$ cat src/rtl/decode_pkg.sv
// ============================================================================
// decode_pkg : shared constants and FSM state type for the decode scoreboard
// Rev 1.0    : initial release
// ============================================================================
`default_nettype none

package decode_pkg;

    localparam int NREG  = 16;
    localparam int AW    = 4;
    localparam int CNT_W = 16;

    localparam logic [3:0] REG_LINK = 4'd14;
    localparam logic [3:0] REG_V    = 4'd15;

    typedef enum logic [1:0] {
        ST_RUN    = 2'd0,
        ST_DRAIN  = 2'd1,
        ST_HALTED = 2'd2
    } state_t;

endpackage

`default_nettype wire

$ cat src/rtl/sb_pending.sv
// ============================================================================
// sb_pending : per-register pending-write bit vector with set/clear
// Rev 1.0    : initial release
// ============================================================================
`default_nettype none

module sb_pending #(
    parameter int NREG = 16
) (
    input  logic            clk,
    input  logic            rst_n,
    input  logic [NREG-1:0] set_i,
    input  logic [NREG-1:0] clr_i,
    output logic [NREG-1:0] busy_map_o,
    output logic [NREG-1:0] busy_next_o
);

    logic [NREG-1:0] busy_q;
    logic [NREG-1:0] busy_d;

    // A new issue to a register being retired this cycle keeps it pending.
    assign busy_d      = (busy_q & ~clr_i) | set_i;
    assign busy_map_o  = busy_q;
    assign busy_next_o = busy_d;

    always_ff @(posedge clk or negedge rst_n) begin
        if (!rst_n) begin
            busy_q <= '0;
        end else begin
            busy_q <= busy_d;
        end
    end

endmodule

`default_nettype wire

$ cat src/rtl/decode_scoreboard.sv
// ============================================================================
// decode_scoreboard : Decode-stage issue controller with RAW/WAW scoreboard,
//                     drain handshake and stall statistics
// Rev 1.0           : initial release
// ============================================================================
`default_nettype none

module decode_scoreboard import decode_pkg::*; #(
    parameter int NREG  = 16,
    parameter int AW    = 4,
    parameter int CNT_W = 16
) (
    input  logic             clk,
    input  logic             rst_n,
    input  logic             id_valid_i,
    input  logic [AW-1:0]    id_rp_i,
    input  logic [AW-1:0]    id_rs_i,
    input  logic [AW-1:0]    id_rg_i,
    input  logic             id_sel_a_i,
    input  logic             id_sel_b_i,
    input  logic             id_sel_c_i,
    input  logic             id_use_a_i,
    input  logic             id_use_b_i,
    input  logic             id_wr_c_i,
    input  logic             id_wr_v_i,
    input  logic             ex_ready_i,
    input  logic             wb_we_c_i,
    input  logic [AW-1:0]    wb_rg_i,
    input  logic             wb_sel_c_i,
    input  logic             wb_we_v_i,
    input  logic             drain_req_i,
    output logic             issue_o,
    output logic             id_stall_o,
    output logic             drained_o,
    output logic [NREG-1:0]  busy_map_o,
    output logic [CNT_W-1:0] stall_cnt_o,
    output logic             sb_err_o
);

    localparam logic [AW-1:0] C_LINK = AW'(REG_LINK);
    localparam logic [AW-1:0] C_V    = AW'(REG_V);

    state_t state_q, state_d;

    logic [AW-1:0]    ea, eb, ec, wc;
    logic [NREG-1:0]  clr, set, busy_eff, busy_map, busy_next;
    logic             hazard, issue, retire_err;
    logic [CNT_W-1:0] stall_cnt_q, stall_cnt_d;
    logic             sb_err_q, sb_err_d;

    assign ea = id_sel_a_i ? C_LINK : id_rp_i;
    assign eb = id_sel_b_i ? C_V    : id_rs_i;
    assign ec = id_sel_c_i ? C_LINK : id_rg_i;
    assign wc = wb_sel_c_i ? C_LINK : wb_rg_i;

    assign clr = ({NREG{wb_we_c_i}} & (NREG'(1) << wc))
               | ({NREG{wb_we_v_i}} & (NREG'(1) << C_V));

    // Bank writes before read: a register retiring this cycle is already free.
    assign busy_eff = busy_map & ~clr;

    assign hazard = (id_use_a_i & busy_eff[ea])
                  | (id_use_b_i & busy_eff[eb])
                  | (id_wr_c_i  & busy_eff[ec])
                  | (id_wr_v_i  & busy_eff[C_V]);

    assign issue = id_valid_i & ~hazard & ex_ready_i
                 & (state_q == ST_RUN) & ~drain_req_i;

    assign set = ({NREG{issue & id_wr_c_i}} & (NREG'(1) << ec))
               | ({NREG{issue & id_wr_v_i}} & (NREG'(1) << C_V));

    assign retire_err = (wb_we_c_i & ~busy_map[wc])
                      | (wb_we_v_i & ~busy_map[C_V]);

    sb_pending #(
        .NREG (NREG)
    ) u_pending (
        .clk         (clk),
        .rst_n       (rst_n),
        .set_i       (set),
        .clr_i       (clr),
        .busy_map_o  (busy_map),
        .busy_next_o (busy_next)
    );

    always_comb begin
        state_d = state_q;
        case (state_q)
            ST_RUN:    if (drain_req_i)        state_d = ST_DRAIN;
            ST_DRAIN:  if (busy_next == '0)    state_d = ST_HALTED;
            ST_HALTED: if (!drain_req_i)       state_d = ST_RUN;
            default:                           state_d = ST_RUN;
        endcase
    end

    always_comb begin
        stall_cnt_d = stall_cnt_q;
        if (id_stall_o && (stall_cnt_q != '1)) begin
            stall_cnt_d = stall_cnt_q + CNT_W'(1);
        end
        sb_err_d = sb_err_q | retire_err;
    end

    always_ff @(posedge clk or negedge rst_n) begin
        if (!rst_n) begin
            state_q     <= ST_RUN;
            stall_cnt_q <= '0;
            sb_err_q    <= 1'b0;
        end else begin
            state_q     <= state_d;
            stall_cnt_q <= stall_cnt_d;
            sb_err_q    <= sb_err_d;
        end
    end

    assign issue_o     = issue;
    assign id_stall_o  = id_valid_i & ~issue;
    assign drained_o   = (state_q == ST_HALTED);
    assign busy_map_o  = busy_map;
    assign stall_cnt_o = stall_cnt_q;
    assign sb_err_o    = sb_err_q;

endmodule

`default_nettype wire

$ cat config.mk
export PLATFORM = sky130hd
export DESIGN_NAME = decode_scoreboard
export DESIGN_NICKNAME = d
export VERILOG_FILES = /design/src/rtl/decode_pkg.sv /design/src/rtl/sb_pending.sv /design/src/rtl/decode_scoreboard.sv
export SDC_FILE = /design/constraint.sdc
export NUM_CORES = 1
export LEC_CHECK = 0
export CORE_MARGIN = 1
export CORE_UTILIZATION = 50
export DETAILED_ROUTE_END_ITERATION = 6
export PLACE_DENSITY_LB_ADDON = 0.15
export SLEW_MARGIN = 20
export SYNTH_ARGS = -nofsm -noshare
export SYNTH_HDL_FRONTEND = slang
export SYNTH_SLANG_ARGS = --single-unit
$ cat constraint.sdc
create_clock -name clk -period 7.7 [get_ports clk]
set_clock_uncertainty 0.05 [all_clocks]
set_input_delay 0.77 -clock clk [delete_from_list [all_inputs] [get_ports clk]]
set_output_delay 0.77 -clock clk [all_outputs]
set_load 0.1 [all_outputs]
Word-level counts from Yosys, hierarchy flattened:

Cells that the tools add are included.

* input port bits: 31
* flip-flop bits (word level): 35
* memories kept: 0
* bits in latches: 0
* ROM bits: 0
* logic and storage cells: 67
* memory bits (writable): 0
* output and inout port bits: 36

* reduce and logical (&&, ||, !) cells: 4
* shifts and indexed selects: 2
* bitwise gates (word level): 30
* multipliers: 0
* divide/modulo/power cells: 0
* multiplexer cells: 16
* equal/unequal tests: 6
* order comparisons: 4
* $add $sub $neg: 1

Operators by type and width (number)
* $and A16 B16 Y16: 3
* $or A16 B16 Y16: 3
* $shl A1 B4 Y16 const A: 2
* $lt A4 B5 Y1 const B: 4
* $add A16 B1 Y16 const B: 1
* $bmux W1 S4: 4
* $logic_not A16 Y1: 1
* $mux W4: 4
* $ne A16 B16 Y1 const B: 1
* $not A16 Y16: 1
* $and A1 B1 Y1: 13
* $mux W2: 3
* $ne A2 B2 Y1 const B: 3
* $pmux W2 S3: 1
* $not A1 Y1: 5
* $or A1 B1 Y1: 5
* $mux W1: 4
* $reduce_and A3 Y1: 1
* $eq A2 B1 Y1 const B: 1
* $eq A2 B2 Y1 const B: 1
* $logic_not A2 Y1: 1
* $logic_and A1 B1 Y1: 1

Logic depth before layout (Yosys ltp):

Gate-level depths: netlist of run 1.

* word-level depth: 24
* gate-level depth with buffers: 10
* depth with buffers taken out: 8

Modules after synthesis:

From an unflattened synthesis of run 1, not the netlist that was laid out.

* cell total of the unflattened synthesis: 314
* area total of the unflattened synthesis: 2657.5 µm²

Modules (own cells, without submodules)
* decode_scoreboard: sequential area each 475.5 µm², area an instance 2077.0 µm², cells an instance 266, instances 1
* sb_pending: sequential area each 400.4 µm², area an instance 580.6 µm², cells an instance 48, instances 1

Worst setup path after synthesis of run 1:

Ideal clock, no wire load.

* path type: input to output
* start: in wb_rg_i[1]
* end: out id_stall_o
* path buffers: 2
* slack: 3.141 ns
* arrival time: 3.739 ns
* cell stages on the path: 9
* data required time: 6.880 ns
* path through: buf_2 > nand2b_1 > o21ai_1 > o211ai_1 > a41oi_1 > a211oi_1 > nor4b_4 > buf_6 > nor2b_1

* cells in the longest elaborated chain, start to end: 19

Ends and longest elaborated chain
* start: declaration: line decode_scoreboard.sv:28 `input logic [AW-1:0] wb_rg_i,`
* $mux W4 (*): line decode_scoreboard.sv:54 `assign wc = wb_sel_c_i ? C_LINK : wb_rg_i;`
* $shl A1 B4 Y16 (*): line decode_scoreboard.sv:56 `assign clr = ({NREG{wb_we_c_i}} & (NREG'(1) << wc))`
* $and A16 B16 Y16 (*): line decode_scoreboard.sv:56
* $or A16 B16 Y16 (*): line decode_scoreboard.sv:57 `| ({NREG{wb_we_v_i}} & (NREG'(1) << C_V));`
* $not A16 Y16 (*): line decode_scoreboard.sv:60 `assign busy_eff = busy_map & ~clr;`
* $and A16 B16 Y16 (*): line decode_scoreboard.sv:60
* $bmux W1 S4 (on tied branches): line decode_scoreboard.sv:62, decode_scoreboard.sv:63
* $mux W1 (on tied branches): line decode_scoreboard.sv:62, decode_scoreboard.sv:63
* (+2 left out)
* $or A1 B1 Y1: line decode_scoreboard.sv:64 `| (id_wr_c_i & busy_eff[ec])`
* $or A1 B1 Y1 (*): line decode_scoreboard.sv:65 `| (id_wr_v_i & busy_eff[C_V]);`
* $not A1 Y1 (*): line decode_scoreboard.sv:67 `assign issue = id_valid_i & ~hazard & ex_ready_i`
* $and A1 B1 Y1 (*) (2 in series): line decode_scoreboard.sv:67
* $and A1 B1 Y1 (*) (2 in series): line decode_scoreboard.sv:68 `& (state_q == ST_RUN) & ~drain_req_i;`
* named net issue_o: line decode_scoreboard.sv:32 `output logic issue_o,`
* $not A1 Y1 (*): line decode_scoreboard.sv:118 `assign id_stall_o = id_valid_i & ~issue;`
* $and A1 B1 Y1 (*): line decode_scoreboard.sv:118
* end: declaration: line decode_scoreboard.sv:33 `output logic id_stall_o,`

Mark *: on every way through the listed nets, which the timed path passes. The rest lies on a longest branch. The select of a mux whose other input is x is not followed.

Worst setup path after layout of run 1:

* start: in wb_rg_i[0]
* end: out issue_o

* cells in the longest elaborated chain, start to end: 17

Ends and longest elaborated chain
* $mux W4 (*): line decode_scoreboard.sv:54
* $shl A1 B4 Y16 (*): line decode_scoreboard.sv:56
* $and A16 B16 Y16 (*): line decode_scoreboard.sv:56
* $or A16 B16 Y16 (*): line decode_scoreboard.sv:57
* $not A16 Y16 (*): line decode_scoreboard.sv:60
* $and A16 B16 Y16 (*): line decode_scoreboard.sv:60
* $bmux W1 S4 (on tied branches): line decode_scoreboard.sv:62, decode_scoreboard.sv:63
* $mux W1 (on tied branches): line decode_scoreboard.sv:62, decode_scoreboard.sv:63
* $and A1 B1 Y1 (on tied branches): line decode_scoreboard.sv:62, decode_scoreboard.sv:63
* $or A1 B1 Y1: line decode_scoreboard.sv:63 `| (id_use_b_i & busy_eff[eb])`
* $or A1 B1 Y1: line decode_scoreboard.sv:64
* $or A1 B1 Y1 (*): line decode_scoreboard.sv:65
* $not A1 Y1 (*): line decode_scoreboard.sv:67
* $and A1 B1 Y1 (*) (2 in series): line decode_scoreboard.sv:67
* $and A1 B1 Y1 (*) (2 in series): line decode_scoreboard.sv:68
* end: declaration: line decode_scoreboard.sv:32

Mark *: on every way between the ends. The rest lies on a longest branch, timed or not. The select of a mux whose other input is x is not followed.

==> results.json, run 1 <==
{
  "worst_skew_pair.late_latency_ps": 280,
  "floorplan.io_pins": 67,
  "regToRegStartpoint": "u_pending.busy_map_o[15]",
  "grt_pass1_vias": 2567,
  "core-area_um2": 4848,
  "area.growth.synth_to_final_pct": 30.25,
  "final_period_minus_worst_setup_slack_ps": 5820,
  "grt_pass1_wl_um": 12970,
  "netlist_instances": 301,
  "routed_wl_um": 8078,
  "netlist_top_cells_count": "35 x sky130_fd_sc_hd__dfrtp_1, 30 x sky130_fd_sc_hd__o21ai_0, 25 x sky130_fd_sc_hd__nand2_1",
  "detailed_placement_hpwl_um": 6030,
  "power_uw": 743.5,
  "maxCapViolations": 0,
  "rsz0062_at_grt": "no",
  "cts_setup_buffers": 0,
  "via_per_inst": 6.439,
  "worst-setup-path-type": "in -> out",
  "critical_path.reg2reg.endpoint": "stall_cnt_o[1]",
  "gr-usage-all-layers": 0.3171,
  "drt-wirelength-per-cell_um": 18.87,
  "share_of_flip_flops_with_an_asynchronous_set_or_reset": 1.000,
  "dieHeight_um": 73.85,
  "floorplan.rows": 25,
  "synth_ff_type": "sky130_fd_sc_hd__dfrtp_1",
  "inst_count_dp": 420,
  "cts_root_buffer": "sky130_fd_sc_hd__clkbuf_8",
  "cts_tree": "yes",
  "htree_levels": 2,
  "syn_area_per_cell_um2": 8.576,
  "vdd_drop_max_mv": 0.2511,
  "finalWeightedCongestion": 0.9217,
  "postLayoutSetupSlackWorst_ps": 1880,
  "yosysMostFrequentCell": "sky130_fd_sc_hd__dfrtp_1",
  "final_number_of_hold_violating_endpoints": 0,
  "floorplan.initialDensity": 0.5324,
  "whs_endpoint": "state_q[0]",
  "ys_seq_area_frac": 0.3393,
  "grt_antenna_before_repair": 0,
  "firstDrtPassIters": 7,
  "synth_enable_flop_cells": 0,
  "start_kind": "primary input",
  "netlist_area_um2": 2581,
  "synthDominantCellAreaShare": 0.3393,
  "setup.worst_path.end_class": "output pin",
  "synth.net_count": 333,
  "r2r_cells": 9,
  "dp_slack_ps": 1968,
  "io_buffers": 66,
  "pin_count_of_the_biggest_net_entering_global_routing": 36,
  "static-leakage-power_uw": 0.001339,
  "arrival_ps": 5000,
  "post_layout_nonfiller_instances": 428,
  "slew_limit_fails": 0,
  "finalSetupViolCount": 0,
  "worst_hold_path_type": "reg -> reg",
  "fin_setup_tns_ps": 0,
  "dr_total_vias": 2756,
  "die_w_um": 73.85,
  "tritoncts.num_buffers": 5,
  "ff2ff_setup_slack_ps": 4780,
  "dieArea_um2": 5454,
  "fmaxAchievable_ghz": 0.1718,
  "cts_max_path_buffers": 2,
  "top_area_cells_in_the_synthesized_netlist": "sky130_fd_sc_hd__dfrtp_1 34%, sky130_fd_sc_hd__o21ai_0 5.8%, sky130_fd_sc_hd__o211ai_1 4.7%",
  "tightest_slew_ps": 986.4,
  "remaining_drc_errors": 0,
  "cp_max_fo": 24,
  "status": "finished, final reports clean",
  "overflow": 0,
  "worstPathRequired_ps": 6880,
  "yosys_top_cell_by_area": "sky130_fd_sc_hd__dfrtp_1",
  "post_synth_num_cell_types": 58,
  "first_drt_iteration_drcs": 342,
  "min_from": "state_q[1]",
  "cts.hold.buffers_added": 0,
  "post_cts.resized_instances": 0,
  "ys.warnings.count": 0,
  "hold_path_cell_cnt": 1,
  "power_dens_cells_nw_per_um2": 221.1,
  "tritoncts_num_sinks": 35,
  "drive_gt1_frac": 0.06648,
  "period_share": 0.7558,
  "relSlewSlack": 0.3403,
  "antenna_cells": 0,
  "clk_pin_slew_ps": 70,
  "design.final.nets": 392,
  "number_of_register_bits_inferred_by_synthesis": 35,
  "ant_nets": 0
}
-- critical path: stages --
cell and delay (ps):
sky130_fd_sc_hd__clkdlybuf4s50_1 730, sky130_fd_sc_hd__nand4bb_1 400, sky130_fd_sc_hd__o21ai_0 660, sky130_fd_sc_hd__o41ai_1 140
sky130_fd_sc_hd__nor4_1 330, sky130_fd_sc_hd__a31oi_1 150, sky130_fd_sc_hd__nor4b_4 290, sky130_fd_sc_hd__buf_4 310
sky130_fd_sc_hd__clkdlybuf4s50_1 1200
-- layer usage --
layer | track usage | routed length, um | part of all wire
met2 | 0.4954 | 3729 | 0.46
met1 | 0.4350 | 3408 | 0.42
met3 | 0.05350 | 717 | 0.089
met5 | 0 | 0 | 0
met4 | 0.1303 | 223 | 0.028
-- cells by family (layout without fill, tap and decap cells) --
family                   after synthesis  in the layout  synth area share
AND/OR/NAND/NOR                      111            111            0.2404
flip-flops                            35             35            0.3393
XOR/XNOR                              14             14           0.04750
buffers and inverters                 27             87           0.04654
adder cells (fa/ha/maj)                1              1          0.004847
multiplexers                          12             12           0.05429
AO/OA/AOI/OAI                        101            101            0.2671
-- power by group --
group / leakage, uW / internal (uW) / switching (uW)
Clock: 0.0000515 / 81.6 / 62.3
Combinational: 0.000825 / 96.2 / 263
Sequential: 0.000463 / 210 / 30.7
-- worst max path at each step --
stage,cells after the start,start,endpoint
finish,9,wb_rg_i[0],issue_o
global placement,9,wb_rg_i[0],issue_o
floorplan,9,wb_rg_i[1],id_stall_o
global route,9,wb_rg_i[0],issue_o
detailed placement,9,wb_rg_i[0],issue_o
CTS,9,wb_rg_i[0],issue_o
-- sequential cells by signal, indices dropped and copies added (netlist names) --
register and count:
stall_cnt_o 16, u_pending.busy_map_o 16, state_q 2, sb_err_o 1
-- stage by stage --
stage | util | instance area [um2] | hold WS, ps
3_5_place_dp | 0.6728 | 3262 | 371.6
4_1_cts | 0.6934 | 3362 | 391.0
3_3_place_gp | 0.6728 | 3262 | 372.0
2_1_floorplan | - | 2581 | 362.2
5_1_grt | 0.6934 | 3362 | 400.5
6_report | 0.6934 | 3362 | 389.0
-- cell usage in the layout (no fill, tap or decap), drive strengths merged, types with 3 or more instances in the layout --
master          n
a2111oi         3
a21oi           9
a22o            3
a22oi           3
a31oi           3
and3            3
clkbuf          8
clkdlybuf4s50  66
dfrtp          35
inv            11
mux2            6
mux2i           5
nand2          25
nand2b          5
nand3           7
nand4           7
nor2           23
nor2b           5
nor3            3
nor3b           3
nor4            9
nor4b           8
o2111ai         6
o211ai         16
o21a            3
o21ai          34
o31ai           3
or2             6
xor2           13
-- area by class of cell --
| cell class | count | area (um2) |
|---|---|---|
| repair buffers | 68 | 675.6 |
| fillers | 424 | 1486 |
| clock buffers | 8 | 100.1 |
| well taps | 67 | 83.83 |
| multi-input cells | 239 | 1585 |
| inverters | 11 | 41.29 |
| flip-flops and latches | 35 | 875.8 |
Note: power is estimated with default switching activity, not from simulation.
==> run 2: changes to the inputs <==
Settings changed: CORE_UTILIZATION 50 to 49.
Clock period 7.7 ns to 5.4 ns, I/O delays scaled along.
==> run 2 against run 1 <==
  * Cell count rose by 0.70%
  * Utilization decreased by 3.2 points
  * Non-clock buffer count unchanged
==> results.json, run 2 (synthesized netlist as in run 1, its figures left out) <==
{
  "status": "finished, final reports clean",
  "postLayoutSetupSlackWorst_ps": 1191,
  "grt_pass1_vias": 2471,
  "area.growth.synth_to_final_pct": 30.10,
  "relSlewSlack": 0.3431,
  "setup.worst_path.end_class": "output pin",
  "post_cts.resized_instances": 0,
  "grt_pass1_wl_um": 12240,
  "worst_skew_pair.late_latency_ps": 280,
  "first_drt_iteration_drcs": 315,
  "vdd_drop_max_mv": 0.4576,
  "overflow": 0,
  "maxCapViolations": 0,
  "worstPathRequired_ps": 4810,
  "worst_hold_path_type": "reg -> reg",
  "n_fill_cell": 443,
  "fmaxAchievable_ghz": 0.2376,
  "grt_antenna_before_repair": 0,
  "period_share": 0.7795,
  "final_period_minus_worst_setup_slack_ps": 4209,
  "slew_limit_fails": 0,
  "antenna_cells": 0,
  "tritoncts.num_buffers": 5,
  "drt-wirelength-per-cell_um": 18.22,
  "dieArea_um2": 5562,
  "cts_setup_buffers": 0,
  "fin_area_um2": 3358,
  "gr-usage-all-layers": 0.2919,
  "htree_levels": 2,
  "power_uw": 1044,
  "pin_count_of_the_biggest_net_entering_global_routing": 36,
  "arrival_ps": 3620,
  "finalSetupViolCount": 0,
  "tritoncts_num_sinks": 35,
  "cts_max_path_buffers": 2,
  "firstDrtPassIters": 5,
  "floorplan.io_pins": 67,
  "drive_gt1_frac": 0.07202,
  "worst-setup-path-type": "in -> out",
  "dp_slack_ps": 1227,
  "cts_root_buffer": "sky130_fd_sc_hd__clkbuf_8",
  "tightest_slew_ps": 982.3,
  "fin_setup_tns_ps": 0,
  "core-area_um2": 5075,
  "floorplan.initialDensity": 0.5086,
  "die_w_um": 74.58,
  "ant_nets": 0,
  "design.final.nets": 392,
  "routed_wl_um": 7854,
  "finalWeightedCongestion": 0.9546,
  "post_dp_cell_area_um2": 3273,
  "static-leakage-power_uw": 0.001334,
  "final_number_of_hold_violating_endpoints": 0,
  "remaining_drc_errors": 0,
  "rsz0062_at_grt": "no",
  "cp_max_fo": 13,
  "start_kind": "primary input",
  "detailed_placement_hpwl_um": 5922,
  "cts_tree": "yes",
  "io_buffers": 66,
  "floorplan.rows": 26,
  "most-common-layout-cells": "64 x sky130_fd_sc_hd__clkdlybuf4s50_1, 35 x sky130_fd_sc_hd__dfrtp_1, 30 x sky130_fd_sc_hd__o21ai_0",
  "most_common_cell_after_layout_fill_and_taps_aside": "sky130_fd_sc_hd__clkdlybuf4s50_1",
  "via_per_inst": 6.334,
  "dr_total_vias": 2730,
  "clk_pin_slew_ps": 70,
  "cts.hold.buffers_added": 0,
  "post_layout_nonfiller_instances": 431,
  "inst_count_dp": 423,
  "power_dens_cells_nw_per_um2": 310.8,
  "dieHeight_um": 74.58
}
==> run 2: cell count changes in the layout (fill, tap and decap cells not counted) <==
cell                              before  now
sky130_fd_sc_hd__buf_12                0    1
sky130_fd_sc_hd__buf_4                 2    3
sky130_fd_sc_hd__clkbuf_8              7    5
sky130_fd_sc_hd__clkdlybuf4s50_1      66   64
sky130_fd_sc_hd__clkinv_2              0    1
sky130_fd_sc_hd__clkinvlp_4            0    1
==> run 2: layer usage <==
metal	wire length, um	global-route usage	vias to the layer above	share of wire
li1	-	-	1276	-
met1	3402	0.4141	1293	0.43
met2	3604	0.4384	145	0.46
met3	699	0.07588	16	0.089
met4	148	0.08386	0	0.019
met5	0	0	-	0
==> run 2: metrics by stage <==
step / util / hold slack, ps
after floorplan: - / 194.4
after global placement: 0.6450 / 373.5
after detailed placement: 0.6450 / 390.4
after CTS: 0.6617 / 400.7
after global routing: 0.6617 / 416.9
final: 0.6617 / 399.7
==> run 2: final timing paths <==
| path | from | endpoint | slack (ps) | cells past startpoint |
|---|---|---|---|---|
| worst max register to register | u_pending.busy_map_o[15] | stall_cnt_o[1] | 2410 | 9 |
| worst min-delay path | state_q[1] | state_q[0] | 400 | 1 |
| min in group asynchronous | rst_n | stall_cnt_o[14] | 610 | 2 |
| worst min register to register | state_q[1] | state_q[0] | 400 | 1 |
| max in group asynchronous | rst_n | u_pending.busy_map_o[0] | 4360 | 2 |
| worst max-delay path | wb_rg_i[0] | id_stall_o | 1190 | 9 |
==> run 2: critical path, cell delays in order <==
cell and delay, ps:
sky130_fd_sc_hd__clkdlybuf4s50_1 620, sky130_fd_sc_hd__or4b_1 780, sky130_fd_sc_hd__o21ai_0 510, sky130_fd_sc_hd__a22o_1 210
sky130_fd_sc_hd__a31oi_1 50, sky130_fd_sc_hd__a21oi_1 210, sky130_fd_sc_hd__nor4b_4 340, sky130_fd_sc_hd__nor2b_1 100
sky130_fd_sc_hd__buf_4 240
==> run 2: where the power goes <==
group	switching, uW	leakage, uW	internal, uW
clock	97.5	0.0000412	90.2
sequential	40.4	0.000463	300
combinational	378	0.000830	138
==> run 2: cell type report <==
class	count	area (um2)	area share
Clock inverter	2	12.51	0.003726
Clock buffer	6	72.57	0.02161
Timing Repair Buffer	68	683.2	0.2034
Multi-Input combinational cell	239	1585	0.4721
Sequential cell	35	875.8	0.2608
Tap cell	70	87.58	0.02608
Inverter	11	41.29	0.01230
